[src/rtl/tx_arbiter_pkg.sv]
// Shared types and constants for the TX link arbiter.
package tx_arbiter_pkg;

    // Width of a serial-engine command word.
    localparam int TX_CMD_BITS = 8;

    // Arbiter FSM encodings.
    typedef enum logic [1:0] {
        ARB_IDLE = 2'd0,
        ARB_SC   = 2'd1,
        ARB_PF   = 2'd2
    } arb_state_t;

    // Reply-owner tag stored in the reply queue.
    localparam logic OWNER_SC = 1'b0;
    localparam logic OWNER_PF = 1'b1;

endpackage

[src/rtl/tx_arbiter_if.sv]
// Requester and serial-engine signals for the TX link arbiter.
// slave: the arbiter side; master: the requesters/engines side.
interface tx_arbiter_if
    import tx_arbiter_pkg::*;
#(
    parameter int NSHIFT = 2
);

    logic                   sc_reserve_tx;
    logic                   sc_cmd_valid;
    logic [TX_CMD_BITS-1:0] sc_cmd;
    logic                   sc_reply_wanted;
    logic                   sc_cmd_started;
    logic [NSHIFT-1:0]      sc_tx_data;
    logic                   sc_tx_data_next;
    logic                   sc_tx_done;
    logic                   sc_rx_started;
    logic                   sc_rx_data_valid;
    logic                   sc_rx_done;

    logic                   pf_cmd_valid;
    logic [TX_CMD_BITS-1:0] pf_cmd;
    logic                   pf_reply_wanted;
    logic                   pf_cmd_started;
    logic [NSHIFT-1:0]      pf_tx_data;
    logic                   pf_tx_data_next;
    logic                   pf_tx_done;
    logic                   pf_rx_started;
    logic                   pf_rx_data_valid;
    logic                   pf_rx_done;

    logic                   tx_command_valid;
    logic [TX_CMD_BITS-1:0] tx_command;
    logic                   tx_command_accept;
    logic [NSHIFT-1:0]      tx_data;
    logic                   tx_data_next;
    logic                   tx_done;
    logic                   rx_started;
    logic                   rx_data_valid;
    logic                   rx_done;

    logic                   link_idle;
    logic                   reply_error;

    modport slave (
        input  sc_reserve_tx, sc_cmd_valid, sc_cmd, sc_reply_wanted, sc_tx_data,
        output sc_cmd_started, sc_tx_data_next, sc_tx_done,
        output sc_rx_started, sc_rx_data_valid, sc_rx_done,
        input  pf_cmd_valid, pf_cmd, pf_reply_wanted, pf_tx_data,
        output pf_cmd_started, pf_tx_data_next, pf_tx_done,
        output pf_rx_started, pf_rx_data_valid, pf_rx_done,
        output tx_command_valid, tx_command, tx_data,
        input  tx_command_accept, tx_data_next, tx_done,
        input  rx_started, rx_data_valid, rx_done,
        output link_idle, reply_error
    );

    modport master (
        output sc_reserve_tx, sc_cmd_valid, sc_cmd, sc_reply_wanted, sc_tx_data,
        input  sc_cmd_started, sc_tx_data_next, sc_tx_done,
        input  sc_rx_started, sc_rx_data_valid, sc_rx_done,
        output pf_cmd_valid, pf_cmd, pf_reply_wanted, pf_tx_data,
        input  pf_cmd_started, pf_tx_data_next, pf_tx_done,
        input  pf_rx_started, pf_rx_data_valid, pf_rx_done,
        input  tx_command_valid, tx_command, tx_data,
        output tx_command_accept, tx_data_next, tx_done,
        output rx_started, rx_data_valid, rx_done,
        input  link_idle, reply_error
    );

endinterface

[src/rtl/tx_arbiter_reply_owner_fifo.sv]
// 1-bit ring-buffer FIFO recording which requester owns each outstanding reply.
// A push and a pop in the same cycle are both honoured.
module reply_owner_fifo #(
    parameter int DEPTH = 2
) (
    input  logic clk,
    input  logic reset,
    input  logic push,
    input  logic pop,
    input  logic din,
    output logic dout,
    output logic full,
    output logic empty
);

    localparam int PTR_W = (DEPTH > 1) ? $clog2(DEPTH) : 1;
    localparam int CNT_W = $clog2(DEPTH + 1);

    logic [DEPTH-1:0] mem;
    logic [PTR_W-1:0] wr_ptr;
    logic [PTR_W-1:0] rd_ptr;
    logic [CNT_W-1:0] count;
    logic             do_push;
    logic             do_pop;

    // Pointers wrap modulo DEPTH, which need not be a power of two.
    function automatic logic [PTR_W-1:0] ptr_inc(input logic [PTR_W-1:0] p);
        return (p == PTR_W'(DEPTH - 1)) ? '0 : p + PTR_W'(1);
    endfunction

    assign full    = (count == CNT_W'(DEPTH));
    assign empty   = (count == '0);
    assign dout    = mem[rd_ptr];
    assign do_push = push && !full;
    assign do_pop  = pop && !empty;

    // Storage, pointers and occupancy update.
    always_ff @(posedge clk) begin
        if (reset) begin
            mem    <= '0;
            wr_ptr <= '0;
            rd_ptr <= '0;
            count  <= '0;
        end else begin
            if (do_push) begin
                mem[wr_ptr] <= din;
                wr_ptr      <= ptr_inc(wr_ptr);
            end
            if (do_pop) begin
                rd_ptr <= ptr_inc(rd_ptr);
            end
            case ({do_push, do_pop})
                2'b10:   count <= count + CNT_W'(1);
                2'b01:   count <= count - CNT_W'(1);
                default: count <= count;
            endcase
        end
    end

endmodule

[src/rtl/tx_arbiter.sv]
// Shares the serial TX/RX link between the scheduler (fixed priority) and
// the prefetcher, and steers RX replies back in command order.
//
// state    | meaning
// ---------+----------------------------------------------------------
// ARB_IDLE | link free; grant evaluated combinationally each cycle
// ARB_SC   | scheduler owns TX payload until tx_done
// ARB_PF   | prefetcher owns TX payload until tx_done
module tx_arbiter
    import tx_arbiter_pkg::*;
#(
    parameter int NSHIFT          = 2,
    parameter int PAYLOAD_CYCLES  = 8,
    parameter int MAX_OUTSTANDING = 2
) (
    input  logic         clk,
    input  logic         reset,
    tx_arbiter_if.slave  bus
);

    if (PAYLOAD_CYCLES < 1 || MAX_OUTSTANDING < 1 || MAX_OUTSTANDING > 4) begin : g_param_check
        $error("tx_arbiter: illegal parameter value");
    end

    arb_state_t             state;
    arb_state_t             state_nxt;
    logic                   q_push;
    logic                   q_pop;
    logic                   q_din;
    logic                   q_head;
    logic                   q_full;
    logic                   q_empty;
    logic                   sc_eligible;
    logic                   pf_eligible;
    logic [TX_CMD_BITS-1:0] cmd_mux;
    logic [NSHIFT-1:0]      data_mux;
    logic                   rx_any;

    reply_owner_fifo #(
        .DEPTH (MAX_OUTSTANDING)
    ) u_owner_fifo (
        .clk   (clk),
        .reset (reset),
        .push  (q_push),
        .pop   (q_pop),
        .din   (q_din),
        .dout  (q_head),
        .full  (q_full),
        .empty (q_empty)
    );

    // Eligibility uses pre-pop occupancy so an rx_done cannot free a slot
    // for a grant in the same cycle.
    assign sc_eligible = bus.sc_cmd_valid && !(bus.sc_reply_wanted && q_full);
    assign pf_eligible = bus.pf_cmd_valid && !bus.sc_reserve_tx && !bus.sc_cmd_valid
                         && !(bus.pf_reply_wanted && q_full);

    // State register.
    always_ff @(posedge clk) begin
        if (reset) begin
            state <= ARB_IDLE;
        end else begin
            state <= state_nxt;
        end
    end

    // Grant, accept and payload routing for the current owner.
    always_comb begin
        state_nxt           = state;
        cmd_mux             = '0;
        data_mux            = '0;
        bus.tx_command_valid = 1'b0;
        bus.sc_cmd_started  = 1'b0;
        bus.pf_cmd_started  = 1'b0;
        bus.sc_tx_data_next = 1'b0;
        bus.pf_tx_data_next = 1'b0;
        bus.sc_tx_done      = 1'b0;
        bus.pf_tx_done      = 1'b0;
        q_push              = 1'b0;
        q_din               = OWNER_SC;
        case (state)
            ARB_IDLE: begin
                if (sc_eligible) begin
                    bus.tx_command_valid = 1'b1;
                    cmd_mux              = bus.sc_cmd;
                    if (bus.tx_command_accept) begin
                        bus.sc_cmd_started = 1'b1;
                        state_nxt          = ARB_SC;
                        q_push             = bus.sc_reply_wanted;
                        q_din              = OWNER_SC;
                    end
                end else if (pf_eligible) begin
                    bus.tx_command_valid = 1'b1;
                    cmd_mux              = bus.pf_cmd;
                    if (bus.tx_command_accept) begin
                        bus.pf_cmd_started = 1'b1;
                        state_nxt          = ARB_PF;
                        q_push             = bus.pf_reply_wanted;
                        q_din              = OWNER_PF;
                    end
                end
            end
            ARB_SC: begin
                data_mux            = bus.sc_tx_data;
                bus.sc_tx_data_next = bus.tx_data_next;
                bus.sc_tx_done      = bus.tx_done;
                if (bus.tx_done) begin
                    state_nxt = ARB_IDLE;
                end
            end
            ARB_PF: begin
                data_mux            = bus.pf_tx_data;
                bus.pf_tx_data_next = bus.tx_data_next;
                bus.pf_tx_done      = bus.tx_done;
                if (bus.tx_done) begin
                    state_nxt = ARB_IDLE;
                end
            end
            default: begin
                state_nxt = ARB_IDLE;
            end
        endcase
    end

    assign bus.tx_command = cmd_mux;
    assign bus.tx_data    = data_mux;

    // RX events follow the queue head; with an empty queue they go nowhere.
    assign rx_any               = bus.rx_started || bus.rx_data_valid || bus.rx_done;
    assign q_pop                = bus.rx_done && !q_empty;
    assign bus.sc_rx_started    = bus.rx_started    && !q_empty && (q_head == OWNER_SC);
    assign bus.sc_rx_data_valid = bus.rx_data_valid && !q_empty && (q_head == OWNER_SC);
    assign bus.sc_rx_done       = bus.rx_done       && !q_empty && (q_head == OWNER_SC);
    assign bus.pf_rx_started    = bus.rx_started    && !q_empty && (q_head == OWNER_PF);
    assign bus.pf_rx_data_valid = bus.rx_data_valid && !q_empty && (q_head == OWNER_PF);
    assign bus.pf_rx_done       = bus.rx_done       && !q_empty && (q_head == OWNER_PF);

    assign bus.link_idle = (state == ARB_IDLE) && q_empty;

    // Sticky flag for an RX event that has no outstanding owner.
    always_ff @(posedge clk) begin
        if (reset) begin
            bus.reply_error <= 1'b0;
        end else if (rx_any && q_empty) begin
            bus.reply_error <= 1'b1;
        end
    end

endmodule

[src/flat_wrapper.sv]
// flat-port wrapper written by rule: the top's interface ports become plain ports
module tx_arbiter_flat import tx_arbiter_pkg::*;
#(
    parameter int NSHIFT          = 2,
    parameter int PAYLOAD_CYCLES  = 8,
    parameter int MAX_OUTSTANDING = 2
)
  (clk, reset, bus_sc_reserve_tx, bus_sc_cmd_valid, bus_sc_cmd, bus_sc_reply_wanted, bus_sc_tx_data, bus_sc_cmd_started, bus_sc_tx_data_next, bus_sc_tx_done, bus_sc_rx_started, bus_sc_rx_data_valid, bus_sc_rx_done, bus_pf_cmd_valid, bus_pf_cmd, bus_pf_reply_wanted, bus_pf_tx_data, bus_pf_cmd_started, bus_pf_tx_data_next, bus_pf_tx_done, bus_pf_rx_started, bus_pf_rx_data_valid, bus_pf_rx_done, bus_tx_command_valid, bus_tx_command, bus_tx_data, bus_tx_command_accept, bus_tx_data_next, bus_tx_done, bus_rx_started, bus_rx_data_valid, bus_rx_done, bus_link_idle, bus_reply_error);
  tx_arbiter_if #(.NSHIFT(NSHIFT)) bus_i ();
  input  logic clk;
  input  logic reset;
  input wire logic [$bits(bus_i.sc_reserve_tx)-1:0] bus_sc_reserve_tx;
  input wire logic [$bits(bus_i.sc_cmd_valid)-1:0] bus_sc_cmd_valid;
  input wire logic [$bits(bus_i.sc_cmd)-1:0] bus_sc_cmd;
  input wire logic [$bits(bus_i.sc_reply_wanted)-1:0] bus_sc_reply_wanted;
  input wire logic [$bits(bus_i.sc_tx_data)-1:0] bus_sc_tx_data;
  output wire logic [$bits(bus_i.sc_cmd_started)-1:0] bus_sc_cmd_started;
  output wire logic [$bits(bus_i.sc_tx_data_next)-1:0] bus_sc_tx_data_next;
  output wire logic [$bits(bus_i.sc_tx_done)-1:0] bus_sc_tx_done;
  output wire logic [$bits(bus_i.sc_rx_started)-1:0] bus_sc_rx_started;
  output wire logic [$bits(bus_i.sc_rx_data_valid)-1:0] bus_sc_rx_data_valid;
  output wire logic [$bits(bus_i.sc_rx_done)-1:0] bus_sc_rx_done;
  input wire logic [$bits(bus_i.pf_cmd_valid)-1:0] bus_pf_cmd_valid;
  input wire logic [$bits(bus_i.pf_cmd)-1:0] bus_pf_cmd;
  input wire logic [$bits(bus_i.pf_reply_wanted)-1:0] bus_pf_reply_wanted;
  input wire logic [$bits(bus_i.pf_tx_data)-1:0] bus_pf_tx_data;
  output wire logic [$bits(bus_i.pf_cmd_started)-1:0] bus_pf_cmd_started;
  output wire logic [$bits(bus_i.pf_tx_data_next)-1:0] bus_pf_tx_data_next;
  output wire logic [$bits(bus_i.pf_tx_done)-1:0] bus_pf_tx_done;
  output wire logic [$bits(bus_i.pf_rx_started)-1:0] bus_pf_rx_started;
  output wire logic [$bits(bus_i.pf_rx_data_valid)-1:0] bus_pf_rx_data_valid;
  output wire logic [$bits(bus_i.pf_rx_done)-1:0] bus_pf_rx_done;
  output wire logic [$bits(bus_i.tx_command_valid)-1:0] bus_tx_command_valid;
  output wire logic [$bits(bus_i.tx_command)-1:0] bus_tx_command;
  output wire logic [$bits(bus_i.tx_data)-1:0] bus_tx_data;
  input wire logic [$bits(bus_i.tx_command_accept)-1:0] bus_tx_command_accept;
  input wire logic [$bits(bus_i.tx_data_next)-1:0] bus_tx_data_next;
  input wire logic [$bits(bus_i.tx_done)-1:0] bus_tx_done;
  input wire logic [$bits(bus_i.rx_started)-1:0] bus_rx_started;
  input wire logic [$bits(bus_i.rx_data_valid)-1:0] bus_rx_data_valid;
  input wire logic [$bits(bus_i.rx_done)-1:0] bus_rx_done;
  output wire logic [$bits(bus_i.link_idle)-1:0] bus_link_idle;
  output wire logic [$bits(bus_i.reply_error)-1:0] bus_reply_error;
  assign bus_i.sc_reserve_tx = bus_sc_reserve_tx;
  assign bus_i.sc_cmd_valid = bus_sc_cmd_valid;
  assign bus_i.sc_cmd = bus_sc_cmd;
  assign bus_i.sc_reply_wanted = bus_sc_reply_wanted;
  assign bus_i.sc_tx_data = bus_sc_tx_data;
  assign bus_sc_cmd_started = bus_i.sc_cmd_started;
  assign bus_sc_tx_data_next = bus_i.sc_tx_data_next;
  assign bus_sc_tx_done = bus_i.sc_tx_done;
  assign bus_sc_rx_started = bus_i.sc_rx_started;
  assign bus_sc_rx_data_valid = bus_i.sc_rx_data_valid;
  assign bus_sc_rx_done = bus_i.sc_rx_done;
  assign bus_i.pf_cmd_valid = bus_pf_cmd_valid;
  assign bus_i.pf_cmd = bus_pf_cmd;
  assign bus_i.pf_reply_wanted = bus_pf_reply_wanted;
  assign bus_i.pf_tx_data = bus_pf_tx_data;
  assign bus_pf_cmd_started = bus_i.pf_cmd_started;
  assign bus_pf_tx_data_next = bus_i.pf_tx_data_next;
  assign bus_pf_tx_done = bus_i.pf_tx_done;
  assign bus_pf_rx_started = bus_i.pf_rx_started;
  assign bus_pf_rx_data_valid = bus_i.pf_rx_data_valid;
  assign bus_pf_rx_done = bus_i.pf_rx_done;
  assign bus_tx_command_valid = bus_i.tx_command_valid;
  assign bus_tx_command = bus_i.tx_command;
  assign bus_tx_data = bus_i.tx_data;
  assign bus_i.tx_command_accept = bus_tx_command_accept;
  assign bus_i.tx_data_next = bus_tx_data_next;
  assign bus_i.tx_done = bus_tx_done;
  assign bus_i.rx_started = bus_rx_started;
  assign bus_i.rx_data_valid = bus_rx_data_valid;
  assign bus_i.rx_done = bus_rx_done;
  assign bus_link_idle = bus_i.link_idle;
  assign bus_reply_error = bus_i.reply_error;
  tx_arbiter #(.NSHIFT(NSHIFT), .PAYLOAD_CYCLES(PAYLOAD_CYCLES), .MAX_OUTSTANDING(MAX_OUTSTANDING)) u_core (.clk(clk), .reset(reset), .bus(bus_i));
endmodule
[config.mk]
export PLATFORM = sky130hd
export DESIGN_NAME = tx_arbiter_flat
export DESIGN_NICKNAME = d
export VERILOG_FILES = /design/src/rtl/tx_arbiter_pkg.sv /design/src/rtl/tx_arbiter_if.sv /design/src/rtl/tx_arbiter_reply_owner_fifo.sv /design/src/rtl/tx_arbiter.sv /design/src/flat_wrapper.sv
export SDC_FILE = /design/constraint.sdc
export NUM_CORES = 1
export LEC_CHECK = 0
export CAP_MARGIN = 20
export CORE_MARGIN = 8
export CORE_UTILIZATION = 30
export CTS_CLUSTER_SIZE = 20
export DETAILED_ROUTE_END_ITERATION = 7
export PLACE_DENSITY = 0.8
export SETUP_SLACK_MARGIN = 0.05
export SYNTH_ARGS = -nofsm -noshare
export SYNTH_HDL_FRONTEND = slang
export SYNTH_SLANG_ARGS = --single-unit
[constraint.sdc]
create_clock -name clk -period 3.93 [get_ports clk]
set_input_delay 0.5895 -clock clk [delete_from_list [all_inputs] [get_ports clk]]
set_output_delay 0.5895 -clock clk [all_outputs]
set_load 0.05 [all_outputs]
==> impl_metrics.csv <==
group,metric,value,unit
status,status,"complete, no violations",
sta,period_needed,3.42,ns
sta,max_freq,0.293,GHz
hold_path,hp-class,"reg2reg",
power,p_sw_share,45.3,%
die,die_area,4840,um^2
power,power_frac_comb,59.7,%
die,placeableCoreArea,2730,um^2
cts,hold_buffers,0,
final_layout,n_antenna_cell,0,
synthesis,synth_compound_area_share,22.4,%
power,p_sw,0.000219,W
die,rows,19,
synthesis,syn_area,862,um^2
hold_path,min_to,"u_core.bus.reply_error$_SDFFE_PP0P_",
synthesis,muxShareOfSynthArea,6.53,%
hold_path,min-delay-start,"u_core.bus.reply_error$_SDFFE_PP0P_",
cts,clk_pin_slew,0.05,ns
placed_design,place_hpwl,2610,um
worst_setup_path,crit_fanout,8,
die,initial_core_util,31.5,%
route,via_count,982,
synthesis,synthCells,104,
sta,final-setup-viol-count,0,
die,die_h,69.6,um
synthesis,syn_nets,141,
final_layout,syn_to_final_growth,70.7,%
power,leakagePower,0.544,nW
sta,slew_violations,0,
sta,tightest_slew,0.519,ns
synthesis,syn_avg_cell_area,8.29,um^2
route,wirelength,3130,um
synthesis,synth_adder_area_share,5.81,%
power,p_per_area,328,nW/um^2
cts,clock_latency,0.26,ns
route,dr.first_iter.drc_count,18,
sta,slew_headroom,65.3,%
synthesis,ys_seq_elements,9,
global_route,grt_pass1_vias,1015,
placed_design,gp_congestion,0.872,
global_route,track_usage,12.4,%
final_layout,num-fill-cells,249,
sta,rsz0062_at_grt,"false",
synthesis,yosysTopAreaCellShare,20.9,%
synthesis,yosysTopAreaCell,"dfxtp_1",
route,post-route-drc-count,0,
route,drt_first_pass_iters,4,
worst_setup_path,critical_path_required,3.34,ns
cts,post_cts_buffers,0,
synthesis,synth_top_family_by_area,"simple AND/OR/NAND/NOR gates",
sta,post-route-period-util,86.9,%
hold_path,hold_depth,2,
worst_setup_path,rrSetupSlack,1.82,ns
global_route,grt_antenna_before_repair,0,
cts,ctsResizeCount,0,
cts,htreeDepth,1,
power,vdd_drop_max,0.294,mV
die,io_pins,58,
power,pwr-share-clk,14.5,%
synthesis,yosys_warnings,0,
synthesis,synthSimpleGateAreaFrac,36.6,%
final_layout,layout-drive-gt1-share,8.13,%
synthesis,synth.top_cells.by_area,"dfxtp_1, a22o_1, and2_1",
worst_setup_path,reg2reg_depth,7,
power,total_power,0.000483,W
worst_setup_path,cp-end-kind,"output port",
power,seqPwrFrac,25.8,%
synthesis,synth_seq_area_share,20.9,%
synthesis,synth-xor-area-share,3.05,%
route,drtAntennaViolNets,0,
global_route,grt-ovfl-total,0,
power,p_int,0.000264,W
cts,cts-root-buf,"clkbuf_4",
worst_setup_path,arrival,2.83,ns
sta,skew,0.00269,ns
final_layout,nets,198,
cts,cts_inserted_buffers,3,
sta,tns,0,ns
sta,whs,0.470,ns
worst_setup_path,rr_startpoint,"u_core.state[0]$_SDFFE_PP0P_",
synthesis,ys_types,39,
placed_design,io_buffer_count,57,
cts,clk_path_buf_depth,2,
global_route,grt_start_max_net_pins,12,
cts,cts_tree,"built",
worst_setup_path,critical_path_class,"in2out",
worst_setup_path,regToRegEndpoint,"u_core.u_owner_fifo.count[1]$_SDFFE_PP0P_",
route,detail_route.wl_per_cell,16.4,um
route,viasPerCell,5.14,
cts,cts_sinks,9,
sta,hold_viol_final,0,
die,die_w,69.6,um
global_route,grt_pass1_wl,5020,um
worst_setup_path,start_kind,"primary input",
flow_run,drv_cap,0,
==> area by class of cell <==
type / count / area (um^2) / share of cell area (%)
inverters: 4 / 15.0 / 1.02
well taps: 31 / 38.8 / 2.64
repair buffers: 57 / 571 / 38.8
clock buffers: 4 / 26.3 / 1.79
multi-input cells: 86 / 641 / 43.5
flip-flops and latches: 9 / 180 / 12.2
==> power by group through the flow <==
| stage | clock network (W) | logic, W | registers (W) |
|---|---|---|---|
| after floorplan | 0 | 0.000196 | 0.000118 |
| after global placement | 0 | 0.000284 | 0.000123 |
| after detailed placement | 0 | 0.000289 | 0.000125 |
| after CTS | 0.0000724 | 0.000290 | 0.000124 |
| after global routing | 0.0000757 | 0.000305 | 0.000126 |
| final | 0.0000702 | 0.000288 | 0.000124 |
==> logic make-up (layout without fill, tap and decap cells) <==
kind of cell | count (synthesis) | in the layout
and+or+nand+nor | 49 | 49
AOI/OAI and AO/OA | 25 | 25
DFF | 9 | 9
buffers and inverters | 9 | 65
muxes | 5 | 5
adders and majority gates | 4 | 4
xor gates and xnor gates | 3 | 3
==> cell usage after synthesis <==
| cell | n |
|---|---|
| nand2_2 | 1 |
| and2_1 | 8 |
| dfxtp_1 | 9 |
| a21o_2 | 1 |
| or2b_1 | 1 |
| and2_2 | 1 |
| nor2b_4 | 1 |
| nand2b_1 | 3 |
| nand4b_1 | 1 |
| mux2_4 | 1 |
| and4bb_4 | 1 |
| xor2_1 | 2 |
| inv_1 | 4 |
| a22o_1 | 8 |
| nor2_1 | 11 |
| a31oi_1 | 2 |
| a21boi_1 | 1 |
| nand4bb_4 | 1 |
| or3_1 | 3 |
| nand4_1 | 2 |
| a2111oi_1 | 1 |
| a2111oi_2 | 1 |
| o41ai_1 | 1 |
| and3_1 | 2 |
| clkbuf_1 | 1 |
| a22oi_1 | 2 |
| a211o_2 | 1 |
| xnor2_1 | 1 |
| nand3b_1 | 2 |
| mux2i_1 | 3 |
| a21oi_1 | 2 |
| buf_2 | 3 |
| buf_4 | 1 |
| and3b_1 | 1 |
| mux2_2 | 1 |
| nor2b_1 | 5 |
| ha_1 | 4 |
| nand2_1 | 5 |
| o21ai_0 | 5 |
==> worst max-delay path by stage <==
| stage | slack (ns) | cells past startpoint | from | endpoint |
|---|---|---|---|---|
| after floorplan | 1.52 | 3 | bus_pf_reply_wanted | bus_tx_command_valid |
| after global placement | 0.60 | 5 | bus_sc_cmd_valid | bus_tx_command[3] |
| after detailed placement | 0.54 | 5 | bus_sc_cmd_valid | bus_tx_command[4] |
| after CTS | 0.54 | 5 | bus_sc_cmd_valid | bus_tx_command[4] |
| after global routing | 0.41 | 5 | bus_sc_cmd_valid | bus_tx_command[0] |
| final | 0.51 | 5 | bus_sc_cmd_valid | bus_tx_command[4] |
==> metrics by stage <==
step	cells	util [%]	setup WS (ns)	instance area [um^2]
floorplan	104	-	1.52	862
global placement	187	52.9	0.602	1450
detailed placement	187	52.9	0.544	1450
CTS	191	53.8	0.535	1470
global route	191	53.8	0.405	1470
finish	191	53.8	0.515	1470
==> layer usage <==
layer	up-vias	part of all wire, %	GRT usage [%]
li1	487	-	-
met1	430	46	14.6
met2	56	43	19.6
met3	9	8.1	3.86
met4	0	3.5	6.38
met5	-	0	0
==> sequential cells by signal (all words and copies together), names as in the netlist <==
register                    flops
u_core.state                    2
u_core.u_owner_fifo.wr_ptr      1
u_core.bus.reply_error          1
u_core.u_owner_fifo.rd_ptr      1
u_core.u_owner_fifo.mem         2
u_core.u_owner_fifo.count       2
==> critical path, stage by stage <==
cell and delay [ns]:
clkdlybuf4s50_1 0.55, and4bb_4 0.40, and2_1 0.29, a22o_1 0.19, clkdlybuf4s50_1 0.81
==> cells in the final DEF (no fill, tap or decap), drive strengths merged, types with 4 or more instances in the layout <==
cell and instances:
clkdlybuf4s50 57, nand2 6, inv 4, nor2 11
dfxtp 9, ha 4, a22o 8, and2 9
o21ai 5, clkbuf 4, nor2b 6
(Power assumes the default switching activity.)
